File: config.mk
export PLATFORM = sky130hd
export DESIGN_NAME = alu_unit
export DESIGN_NICKNAME = d
export VERILOG_FILES = /design/src/rtl/alu_unit_pkg.sv /design/src/rtl/alu_branch_cmp.sv /design/src/rtl/alu_unit.sv
export SDC_FILE = /design/constraint.sdc
export NUM_CORES = 1
export LEC_CHECK = 0
export ABC_CLOCK_PERIOD_IN_PS = 10600
export CORE_MARGIN = 8
export CORE_UTILIZATION = 31
export DETAILED_ROUTE_END_ITERATION = 12
export MAX_ROUTING_LAYER = met4
export SYNTH_ARGS = -nofsm -noshare
export SYNTH_HDL_FRONTEND = slang
export SYNTH_HIERARCHICAL = 1
export SYNTH_SLANG_ARGS = --single-unit
File: constraint.sdc
create_clock -name clk -period 10.6 [get_ports clk]
set_input_delay 2.12 -clock clk [delete_from_list [all_inputs] [get_ports clk]]
set_output_delay 2.12 -clock clk [all_outputs]
set_load 0.005 [all_outputs]
File: src/rtl/alu_unit_pkg.sv
// Shared definitions for the integer execution unit: operation encoding,
// ROB tag width and datapath width.
package alu_unit_pkg;

    localparam int XLEN       = 32;
    localparam int OPENUM_W   = 6;
    localparam int ROB_POS_W  = 5;
    localparam logic [ROB_POS_W-1:0] ROB_NO_DEP = '0;

    // Codes above OP_BGEU are unassigned and execute as a no-op that still completes.
    typedef enum logic [OPENUM_W-1:0] {
        OP_NOP   = 6'd0,
        OP_ADD   = 6'd1,
        OP_SUB   = 6'd2,
        OP_AND   = 6'd3,
        OP_OR    = 6'd4,
        OP_XOR   = 6'd5,
        OP_SLL   = 6'd6,
        OP_SRL   = 6'd7,
        OP_SRA   = 6'd8,
        OP_SLT   = 6'd9,
        OP_SLTU  = 6'd10,
        OP_ADDI  = 6'd11,
        OP_ANDI  = 6'd12,
        OP_ORI   = 6'd13,
        OP_XORI  = 6'd14,
        OP_SLLI  = 6'd15,
        OP_SRLI  = 6'd16,
        OP_SRAI  = 6'd17,
        OP_SLTI  = 6'd18,
        OP_SLTIU = 6'd19,
        OP_LUI   = 6'd20,
        OP_AUIPC = 6'd21,
        OP_JAL   = 6'd22,
        OP_JALR  = 6'd23,
        OP_BEQ   = 6'd24,
        OP_BNE   = 6'd25,
        OP_BLT   = 6'd26,
        OP_BGE   = 6'd27,
        OP_BLTU  = 6'd28,
        OP_BGEU  = 6'd29
    } openum_t;

endpackage

File: src/rtl/alu_branch_cmp.sv
// Combinational branch condition evaluator; non-branch codes report not taken.
module alu_branch_cmp
    import alu_unit_pkg::*;
(
    input  logic [XLEN-1:0]     a,
    input  logic [XLEN-1:0]     b,
    input  logic [OPENUM_W-1:0] openum,
    output logic                taken
);

    always_comb begin
        taken = 1'b0;
        case (openum)
            OP_BEQ:  taken = (a == b);
            OP_BNE:  taken = (a != b);
            OP_BLT:  taken = ($signed(a) <  $signed(b));
            OP_BGE:  taken = ($signed(a) >= $signed(b));
            OP_BLTU: taken = (a <  b);
            OP_BGEU: taken = (a >= b);
            default: taken = 1'b0;
        endcase
    end

endmodule

File: src/rtl/alu_unit.sv
// Single-cycle integer ALU fed by the reservation station, with registered
// result broadcast. Define ALU_PERF_CNT_EN to add op / taken-jump counters.
module alu_unit
    import alu_unit_pkg::*;
(
    input  logic                 clk,
    input  logic                 rst,
    input  logic                 rdy,
    input  logic                 clr,
    input  logic                 rs_to_alu_enable,
    input  logic [OPENUM_W-1:0]  rs_to_alu_openum,
    input  logic [ROB_POS_W-1:0] rs_to_alu_rob_pos,
    input  logic [XLEN-1:0]      rs_to_alu_rs1_val,
    input  logic [XLEN-1:0]      rs_to_alu_rs2_val,
    input  logic [XLEN-1:0]      rs_to_alu_imm,
    input  logic [XLEN-1:0]      rs_to_alu_pc,
    output logic                 alu_result_ready,
    output logic [ROB_POS_W-1:0] alu_result_rob_pos,
    output logic [XLEN-1:0]      alu_result_val,
    output logic                 alu_result_jump,
    output logic [XLEN-1:0]      alu_result_target
`ifdef ALU_PERF_CNT_EN
    ,
    output logic [31:0]          alu_perf_ops,
    output logic [31:0]          alu_perf_taken
`endif
);

    logic [XLEN-1:0] op_a;
    logic [XLEN-1:0] op_b;
    logic [XLEN-1:0] pc_plus4;
    logic [XLEN-1:0] pc_plus_imm;
    logic            br_taken;

    logic [XLEN-1:0] val_next;
    logic            jump_next;
    logic [XLEN-1:0] target_next;

    logic                 ready_reg;
    logic [ROB_POS_W-1:0] rob_pos_reg;
    logic [XLEN-1:0]      val_reg;
    logic                 jump_reg;
    logic [XLEN-1:0]      target_reg;

    assign op_a        = rs_to_alu_rs1_val;
    assign pc_plus4    = rs_to_alu_pc + XLEN'(4);
    assign pc_plus_imm = rs_to_alu_pc + rs_to_alu_imm;

    alu_branch_cmp u_branch_cmp (
        .a      (rs_to_alu_rs1_val),
        .b      (rs_to_alu_rs2_val),
        .openum (rs_to_alu_openum),
        .taken  (br_taken)
    );

    // Immediate forms share the R-type datapath with imm substituted for rs2.
    always_comb begin
        op_b = rs_to_alu_rs2_val;
        case (rs_to_alu_openum)
            OP_ADDI, OP_ANDI, OP_ORI, OP_XORI, OP_SLLI,
            OP_SRLI, OP_SRAI, OP_SLTI, OP_SLTIU: op_b = rs_to_alu_imm;
            default: op_b = rs_to_alu_rs2_val;
        endcase
    end

    always_comb begin
        val_next    = '0;
        jump_next   = 1'b0;
        target_next = pc_plus4;
        case (rs_to_alu_openum)
            OP_ADD,  OP_ADDI:  val_next = op_a + op_b;
            OP_SUB:            val_next = op_a - op_b;
            OP_AND,  OP_ANDI:  val_next = op_a & op_b;
            OP_OR,   OP_ORI:   val_next = op_a | op_b;
            OP_XOR,  OP_XORI:  val_next = op_a ^ op_b;
            OP_SLL,  OP_SLLI:  val_next = op_a << op_b[4:0];
            OP_SRL,  OP_SRLI:  val_next = op_a >> op_b[4:0];
            OP_SRA,  OP_SRAI:  val_next = $unsigned($signed(op_a) >>> op_b[4:0]);
            OP_SLT,  OP_SLTI:  val_next = {{(XLEN-1){1'b0}}, $signed(op_a) < $signed(op_b)};
            OP_SLTU, OP_SLTIU: val_next = {{(XLEN-1){1'b0}}, op_a < op_b};
            OP_LUI:            val_next = rs_to_alu_imm;
            OP_AUIPC:          val_next = pc_plus_imm;
            OP_JAL: begin
                val_next    = pc_plus4;
                jump_next   = 1'b1;
                target_next = pc_plus_imm;
            end
            OP_JALR: begin
                val_next    = pc_plus4;
                jump_next   = 1'b1;
                target_next = (op_a + rs_to_alu_imm) & ~XLEN'(1);
            end
            OP_BEQ, OP_BNE, OP_BLT, OP_BGE, OP_BLTU, OP_BGEU: begin
                jump_next   = br_taken;
                target_next = br_taken ? pc_plus_imm : pc_plus4;
            end
            default: ;
        endcase
    end

    // Idle cycles drop ready but keep the last data so downstream sees stable values.
    always_ff @(posedge clk) begin
        if (rst || clr) begin
            ready_reg   <= 1'b0;
            rob_pos_reg <= ROB_NO_DEP;
            val_reg     <= '0;
            jump_reg    <= 1'b0;
            target_reg  <= '0;
        end else if (rdy) begin
            ready_reg <= rs_to_alu_enable;
            if (rs_to_alu_enable) begin
                rob_pos_reg <= rs_to_alu_rob_pos;
                val_reg     <= val_next;
                jump_reg    <= jump_next;
                target_reg  <= target_next;
            end
        end
    end

    assign alu_result_ready   = ready_reg;
    assign alu_result_rob_pos = rob_pos_reg;
    assign alu_result_val     = val_reg;
    assign alu_result_jump    = jump_reg;
    assign alu_result_target  = target_reg;

`ifdef ALU_PERF_CNT_EN
    logic [31:0] perf_ops_reg;
    logic [31:0] perf_taken_reg;

    // Counters survive a flush; only a full reset clears them.
    always_ff @(posedge clk) begin
        if (rst) begin
            perf_ops_reg   <= '0;
            perf_taken_reg <= '0;
        end else if (rdy && !clr && rs_to_alu_enable) begin
            perf_ops_reg   <= perf_ops_reg + 32'd1;
            perf_taken_reg <= perf_taken_reg + {31'd0, jump_next};
        end
    end

    assign alu_perf_ops   = perf_ops_reg;
    assign alu_perf_taken = perf_taken_reg;
`endif

endmodule

# Word-level counts from Yosys, hierarchy flattened
# Index checks and enable logic that the tools add are counted.
dict set report word_totals {
  out_inout_bits 71
  memories 0
  mem_bits_ro 0
  mem_bits_rw 0
  in_bits 144
  regBits 71
  latch_bits 0
  elab_cells 73
}
dict set report classes {
  n_bitwise 3
  n_mul 0
  n_eq_ne 31
  mux 6
  reduce_logical 14
  n_shift 3
  add_sub_neg 5
  order_cmp 6
  div_mod_pow 0
}
# cell n
set ops {}
lappend ops {{32-bit case mux with 13 select lines} 1}
lappend ops {{32-bit < comparator} 4}
lappend ops {{32-bit adder} 3}
lappend ops {{32-bit case mux with 3 select lines} 1}
lappend ops {{6-bit by 5-bit == test with 1-bit output (second input constant)} 14}
lappend ops {{32-bit greater-or-equal comparator} 2}
lappend ops {{32-bit 2-to-1 mux} 2}
lappend ops {{6-bit by 4-bit == test with 1-bit output (second input constant)} 8}
lappend ops {{32-bit by 3-bit adder with 32-bit output (second input constant)} 1}
lappend ops {{32-bit AND} 1}
lappend ops {{32-bit == test} 1}
lappend ops {{32-bit != test} 1}
lappend ops {{32-bit OR} 1}
lappend ops {{32-bit by 5-bit left shift with 32-bit output} 1}
lappend ops {{32-bit by 5-bit right shift with 32-bit output} 1}
lappend ops {{32-bit by 5-bit >>> shifter with 32-bit output} 1}
lappend ops {{32-bit subtractor} 1}
lappend ops {{32-bit XOR} 1}
lappend ops {{6-bit by 3-bit == test with 1-bit output (second input constant)} 4}
lappend ops {{2-bit OR reduction} 10}
lappend ops {{6-bit by 2-bit == test with 1-bit output (second input constant)} 2}
lappend ops {{9-bit OR reduction} 1}
lappend ops {{6-bit by 1-bit == test with 1-bit output (second input constant)} 1}
lappend ops {{1-bit case mux with 6 select lines} 1}
lappend ops {{4 further kinds} 4}

# Depth between registers and ports, before layout
# Gate-level depths: netlist (run 1).
dict set report depth {
  depth_word 5
  mapped_depth 21
  mapped_depth_nobuf 15
}

# By module
# The synthesis (run 1) kept the hierarchy.
# module seq_area_each_um2 area_per_inst_um2 cells_per_inst n_inst
set by_module_without_submodules {}
lappend by_module_without_submodules {alu_unit 1421.4 17116.4 2523 1}
lappend by_module_without_submodules {alu_branch_cmp 0.0 942.2 126 1}

# Worst setup path after synthesis (run 1)
# OpenSTA, ideal clock, no wires.
dict set report synth_path {
  kind {in2reg}
  from {in rs_to_alu_openum[3]}
  to {reg val_reg[30] (netlist: alu_result_val[30])}
  path_buffers 6
  arrival_ns 6.687
  slack_ns 3.783
  path_stages 21
  t_required_ns 10.470
  cell_sequence {buf_6 > or4b_4 > buf_6 > o32a_2 > and2_4 > buf_6 > inv_1 > clkbuf_1 > buf_1 > clkbuf_1 > ha_1 > o21a_1 > o21ai_0 > a211oi_1 > a221oi_1 > o21ai_0 > a221o_1 > and2_1 > a41oi_1 > a41o_1 > o31ai_1}
}
dict set report synth_via {
  elab_chain_cells 5
  word_cells_on_any_way 44
}
# element line_no
set synth_lines {}
lappend synth_lines {{start, declared} alu_unit.sv:11} ;# input logic [OPENUM_W-1:0] rs_to_alu_openum,
lappend synth_lines {{6-bit by 5-bit == test with 1-bit output / 6-bit by 4-bit == test with 1-bit output (equally long branches)} {alu_unit.sv:59, alu_unit.sv:70}}
lappend synth_lines {{9-bit OR reduction} alu_unit.sv:59} ;# case (rs_to_alu_openum)
lappend synth_lines {{32-bit 2-to-1 mux} alu_unit.sv:59}
lappend synth_lines {{32-bit subtractor (tied with other cells)} alu_unit.sv:72} ;# OP_SUB: val_next = op_a - op_b;
lappend synth_lines {{32-bit case mux with 13 select lines *} alu_unit.sv:70} ;# case (rs_to_alu_openum)
lappend synth_lines {{end signal, assigned} alu_unit.sv:113} ;# val_reg <= val_next;
lappend synth_lines {{end, declared} alu_unit.sv:41} ;# logic [XLEN-1:0] val_reg;
# Mark *: on every way between the ends. The rest lies on a longest branch, timed or not.
# A chain may end at the register's enable or synchronous reset.

# Worst setup path in the final report (run 1)
dict set report layout_path {
  from {in rs_to_alu_openum[4]}
  to {reg val_reg[30] (netlist: alu_result_val[30])}
}
# The elaborated chain is that of the path after synthesis.

==> flow_summary.yaml, run 1 <==
yosys:
  synthFlopType: "dfxtp_1"
  ys_types: 112
  synthArstFlopShare: 0
  synth_edf_count: 0
  synth_area_leaders: "ha_1 14%, dfxtp_1 7.9%, a21oi_1 7.6%"
  ys_ff_latch: 71
  synth_nets: 2994
  synthCells: 2649
  syn_avg_cell_area_um2: 6.82
  yosys_warnings: 6
  synth_seq_area_share: 0.0787
  netlist_area_um2: 18100
  synth_top_area_share: 0.137
  synth_top_area_cell: "ha_1"
worst_setup_path:
  critical_path_class: "in2reg"
  cp_data_required_time_ns: 10.85
  crit_path_start_kind: "input port"
  worst_setup_path_end_kind: "flop"
  crit_arrival_ns: 8.27
  rr_worst_depth: 9
  cp_max_fo: 19
  rrSetupSlack_ns: 8.00
cts:
  cts_hold_buf: 0
  clkTransAtPathRegs_ns: 0.07
  cts_setup_buffers: 0
  cts_buffer_depth: 2
  cts_max_level: 3
  tritoncts: "built"
  cts_resized: 0
  cts_sinks: 71
  cts_made_buffers: 9
  clk_latency_ns: 0.39
  cts_root_buf: "clkbuf_16"
detailed_routing:
  remaining_drc_errors: 0
  drt-met1-wl_um: 41800
  first_iter_violations: 2640
  maxUsedRoutingLayer: "met4"
  dr_wl_met2_um: 44500
  wirelength_um: 103000
  drt_pre_antenna_iters: 5
  wl_met3_um: 8820
  antenna_left: 0
  vias: 22800
  route.detailed.wl_per_inst_um: 29.3
  via_per_inst: 6.47
sta:
  finalCritPeriodShare: 0.756
  period_needed_ns: 8.02
  finClkSkew_ns: 0
  finalMaxSlewViolations: 0
  final-setup-viol-count: 0
  rsz0062_at_grt: "no"
  tightest_slew_ns: 1.26
  finalHoldViolCount: 0
  slew_headroom: 0.144
  tns_ns: 0
  fmax_mhz: 125
global_route:
  antenna_found_initial: 5
  grt_pass1_vias: 21400
  grt_pass1_wl_um: 148000
  grt.total_usage: 0.303
  grt_max_degree: 74
  gr-total-overflow: 0
floorplanning:
  core_um2: 57700
  die_w_um: 257
  dieArea_um2: 66200
  initial_core_util: 0.313
  io_pins: 215
  die_y_um: 257
  rows: 88
placement:
  io_buffers: 214
  gp_congestion: 1.06
  hpwl_um: 80600
power:
  irDropWorstVdd_mv: 0.0762
  power_density_nw_per_um2: 83.5
  clkPwrFrac: 0.207
  net-switching-power_mw: 0.897
  p_seq_frac: 0.157
  p_leak_nw: 8.36
  power.internal_mw: 0.880
  p_sw_frac: 0.505
  combPwrFrac: 0.637
layout:
  final-seq-area_um2: 1420
  nFillCells: 6366
  final_common_cell: "a21oi_1"
  drive_gt1_frac: 0.0680
  area_growth_pct: 17.9
  final_cell_mix: "271 x a21oi_1, 242 x o21ai_0, 214 x clkdlybuf4s50_1, 209 x nand2_1, 198 x ha_1"
  multi_input_area_um2: 15400
  post-route-util: 0.369
  layout.nets: 3103
flow_run:
  drv_cap: 0
worst_hold_path:
  hp-class: "reg2reg"
  min_path_cells: 2
status:
  status: "finished, final reports clean"
## state kept, by name, indices dropped and copies added, names as in the netlist
name,count
alu_result_val,32
alu_result_ready,1
alu_result_jump,1
alu_result_target,32
alu_result_rob_pos,5
## area by class of cell
type | instances | area share
inverters | 152 | 0.0269
clock inverters | 6 | 0.00394
diodes | 2 | 0.000235
clock buffers | 10 | 0.0112
flip-flops and latches | 71 | 0.0668
well taps | 765 | 0.0450
multi-input cells | 2248 | 0.723
repair buffers | 276 | 0.123
## Yosys cell counts, types with 14 or more instances
cell	number
and2_1	19
nand2b_1	25
or3_1	14
mux2_2	35
and3_1	15
a31oi_1	36
o21a_1	26
a21o_1	52
o21bai_1	22
nand3_1	168
nor2_1	164
xnor2_1	65
clkbuf_1	130
a21oi_1	274
inv_1	149
nand2_1	210
dfxtp_1	71
o2111ai_1	18
o31ai_1	20
o211ai_1	85
buf_2	21
nor3_1	38
o21ai_0	242
nand4_1	32
a22oi_1	24
mux2i_1	22
a221o_1	16
ha_1	198
a211oi_1	29
nor4_1	21
buf_1	20
a221oi_1	59
o221ai_1	16
o22ai_1	23
xor2_1	40
## worst paths after layout
path | from | end
hold reg to reg | alu_result_rob_pos[2] | alu_result_rob_pos[2]
setup reg to reg | alu_result_val[26] | alu_result_val[26]
hold / removal | alu_result_rob_pos[2] | alu_result_rob_pos[2]
setup / recovery | rs_to_alu_openum[4] | alu_result_val[30]
## critical path, stage by stage
cell and delay, ns:
clkdlybuf4s50_1 1.16, or4b_4 0.66, o21a_1 0.38, buf_4 0.28, mux2_2 0.25, inv_1 0.07, ha_1 0.50, o21a_1 0.17
o21ai_0 0.12, a211oi_1 0.78, a221oi_1 0.30, o21ai_0 0.56, a221o_1 0.32, a21oi_1 0.09, a41oi_1 0.21, a41o_1 0.19
o31ai_1 0.06
## power by group through the flow
stage	Combinational [mW]	Clock, mW	Sequential [mW]
global route	1.20	0.377	0.279
CTS	1.10	0.371	0.278
global placement	1.10	0	0.285
detailed placement	1.09	0	0.285
finish	1.13	0.367	0.278
floorplan	0.694	0	0.283
## metal layers
layer,up-vias,track usage
met5,-,-
met4,0,0.198
met3,332,0.0523
met2,1386,0.455
met1,10800,0.371
li1,10300,-
## cell families (layout without fill, tap and decap cells)
family,count (synthesis),count (layout),synth area share
muxes,59,59,0.0361
AOI/OAI and AO/OA,1096,1096,0.406
xor gates and xnor gates,105,105,0.0509
DFF,71,71,0.0787
adders and majority gates,201,201,0.141
and+or+nand+nor,787,787,0.215
other,0,2,0
buffers and inverters,330,444,0.0729
## through the flow
step / cell area [um^2] / hold WS (ns) / total power, mW / setup WS, ns / cells
final: 21300 / 0.457 / 1.78 / 2.58 / 3530
after global routing: 21300 / 0.488 / 1.86 / 2.29 / 3530
after CTS: 21300 / 0.458 / 1.75 / 2.77 / 3528
after detailed placement: 21000 / 0.449 / 1.37 / 2.36 / 3512
after global placement: 21000 / 0.442 / 1.38 / 2.47 / 3511
after floorplan: 18100 / 0.446 / 0.977 / 3.78 / 2649
(Power assumes the default switching activity.)
==> run 2: changes to the inputs <==
Settings changed: ABC_CLOCK_PERIOD_IN_PS 10600 to 7600.
Clock period 10.6 ns to 7.6 ns, I/O delays scaled along.
==> run 2 against run 1 <==
  * Clock power grew 32%
  * Sequential cell count unchanged
  * Combinational power rose by 39%
  * Clock skew stayed put
  * Largest power group unchanged
==> flow_summary.yaml, run 2 (synthesized netlist as in run 1, its figures left out) <==
layout:
  stdcell_count: 3546
  drive_gt1_frac: 0.0734
  area_growth_pct: 18.5
  layout.nets: 3118
  final_common_cell: "a21oi_1"
  final_cell_mix: "270 x a21oi_1, 242 x o21ai_0, 214 x clkdlybuf4s50_1, 209 x nand2_1, 198 x ha_1"
  stdcell_area_um2: 21400
floorplanning:
  initial_core_util: 0.313
  io_pins: 215
  die_w_um: 257
  dieArea_um2: 66200
  rows: 88
  core_um2: 57700
  die_y_um: 257
detailed_routing:
  via_per_inst: 6.42
  route.detailed.wl_per_inst_um: 28.8
  first_iter_violations: 2881
  antenna_left: 0
  wirelength_um: 102000
  drt_pre_antenna_iters: 6
  remaining_drc_errors: 0
  vias: 22800
worst_setup_path:
  cp_data_required_time_ns: 7.88
  critical_path_class: "in2reg"
  crit_path_start_kind: "input port"
  rrSetupSlack_ns: 5.33
  cp_max_fo: 17
  worst_setup_path_end_kind: "flop"
  crit_arrival_ns: 7.04
power:
  p_leak_nw: 8.42
  power.internal_mw: 1.19
  clkPwrFrac: 0.199
  net-switching-power_mw: 1.25
  p_sw_frac: 0.512
  irDropWorstVdd_mv: 0.0874
  finalPower_mw: 2.44
  power_density_nw_per_um2: 114
  combPwrFrac: 0.643
  p_seq_frac: 0.159
global_route:
  grt_max_degree: 74
  antenna_found_initial: 5
  grt_pass1_wl_um: 146000
  gr-total-overflow: 0
  grt_pass1_vias: 21300
  grt.total_usage: 0.298
placement:
  place_area_um2: 21100
  hpwl_um: 80700
  dp_cells: 3527
  gp_congestion: 1.08
  dp_slack_ns: 0.558
  io_buffers: 214
sta:
  final-setup-viol-count: 0
  tns_ns: 0
  slew_headroom: 0.244
  period_needed_ns: 6.76
  fmax_mhz: 148
  rsz0062_at_grt: "no"
  setup_slack_ns: 0.841
  finalHoldViolCount: 0
  finalCritPeriodShare: 0.889
  tightest_slew_ns: 1.13
  finalMaxSlewViolations: 0
  finClkSkew_ns: 0
cts:
  cts_root_buf: "clkbuf_16"
  tritoncts: "built"
  cts_buffer_depth: 2
  cts_resized: 0
  cts_made_buffers: 9
  clkTransAtPathRegs_ns: 0.07
  cts_hold_buf: 0
  clk_latency_ns: 0.39
  cts_setup_buffers: 0
  cts_sinks: 71
  cts_max_level: 3
status:
  status: "finished, final reports clean"
flow_run:
  drv_cap: 0
worst_hold_path:
  hp-class: "reg2reg"
-- run 2: area by class of cell --
| class | count | area (um^2) |
|---|---|---|
| multi-input cells | 2248 | 15400 |
| clock inverters | 7 | 72.6 |
| clock buffers | 9 | 225 |
| repair buffers | 291 | 2750 |
| well taps | 765 | 957 |
| fillers | 6289 | 36300 |
| diodes | 3 | 7.51 |
| flip-flops and latches | 71 | 1420 |
| inverters | 152 | 573 |
-- run 2: final timing paths --
path / from / endpoint / cells past startpoint
max: rs_to_alu_openum[3] / alu_result_val[30] / 17
min: alu_result_rob_pos[2] / alu_result_rob_pos[2] / 2
max reg2reg: alu_result_val[26] / alu_result_val[26] / 9
min reg2reg: alu_result_rob_pos[2] / alu_result_rob_pos[2] / 2
-- run 2: worst max-delay path, stage by stage --
cell	delay, ns
clkdlybuf4s50_1	0.56
or3b_1	0.42
o21a_1	0.67
buf_4	0.42
mux2_2	0.39
inv_1	0.08
ha_1	0.39
and3b_1	0.29
and3_1	0.18
a22o_1	0.20
a221oi_1	0.50
o21ai_0	0.29
a221o_1	0.46
and2_1	0.19
a41oi_1	0.21
a41o_1	0.18
o31ai_1	0.07
-- run 2: stage by stage --
step | utilization | hold WS, ns
3_3_place_gp | 0.366 | 0.442
3_5_place_dp | 0.366 | 0.450
4_1_cts | 0.371 | 0.463
2_1_floorplan | - | 0.446
5_1_grt | 0.371 | 0.480
6_report | 0.371 | 0.462
-- run 2: power groups by stage --
stage | combinational (mW) | sequential (mW) | clock (mW)
floorplan | 0.968 | 0.395 | 0
global placement | 1.53 | 0.397 | 0
detailed placement | 1.52 | 0.397 | 0
CTS | 1.52 | 0.388 | 0.490
global route | 1.67 | 0.389 | 0.503
finish | 1.57 | 0.388 | 0.485
-- run 2: layer usage --
layer | part of all wire | up-vias | wire (um) | GRT usage
met1 | 0.40 | 10700 | 40800 | 0.362
met2 | 0.44 | 1404 | 44700 | 0.452
li1 | - | 10400 | - | -
met3 | 0.086 | 328 | 8730 | 0.0519
met5 | 0 | - | 0 | -
met4 | 0.077 | 0 | 7860 | 0.190
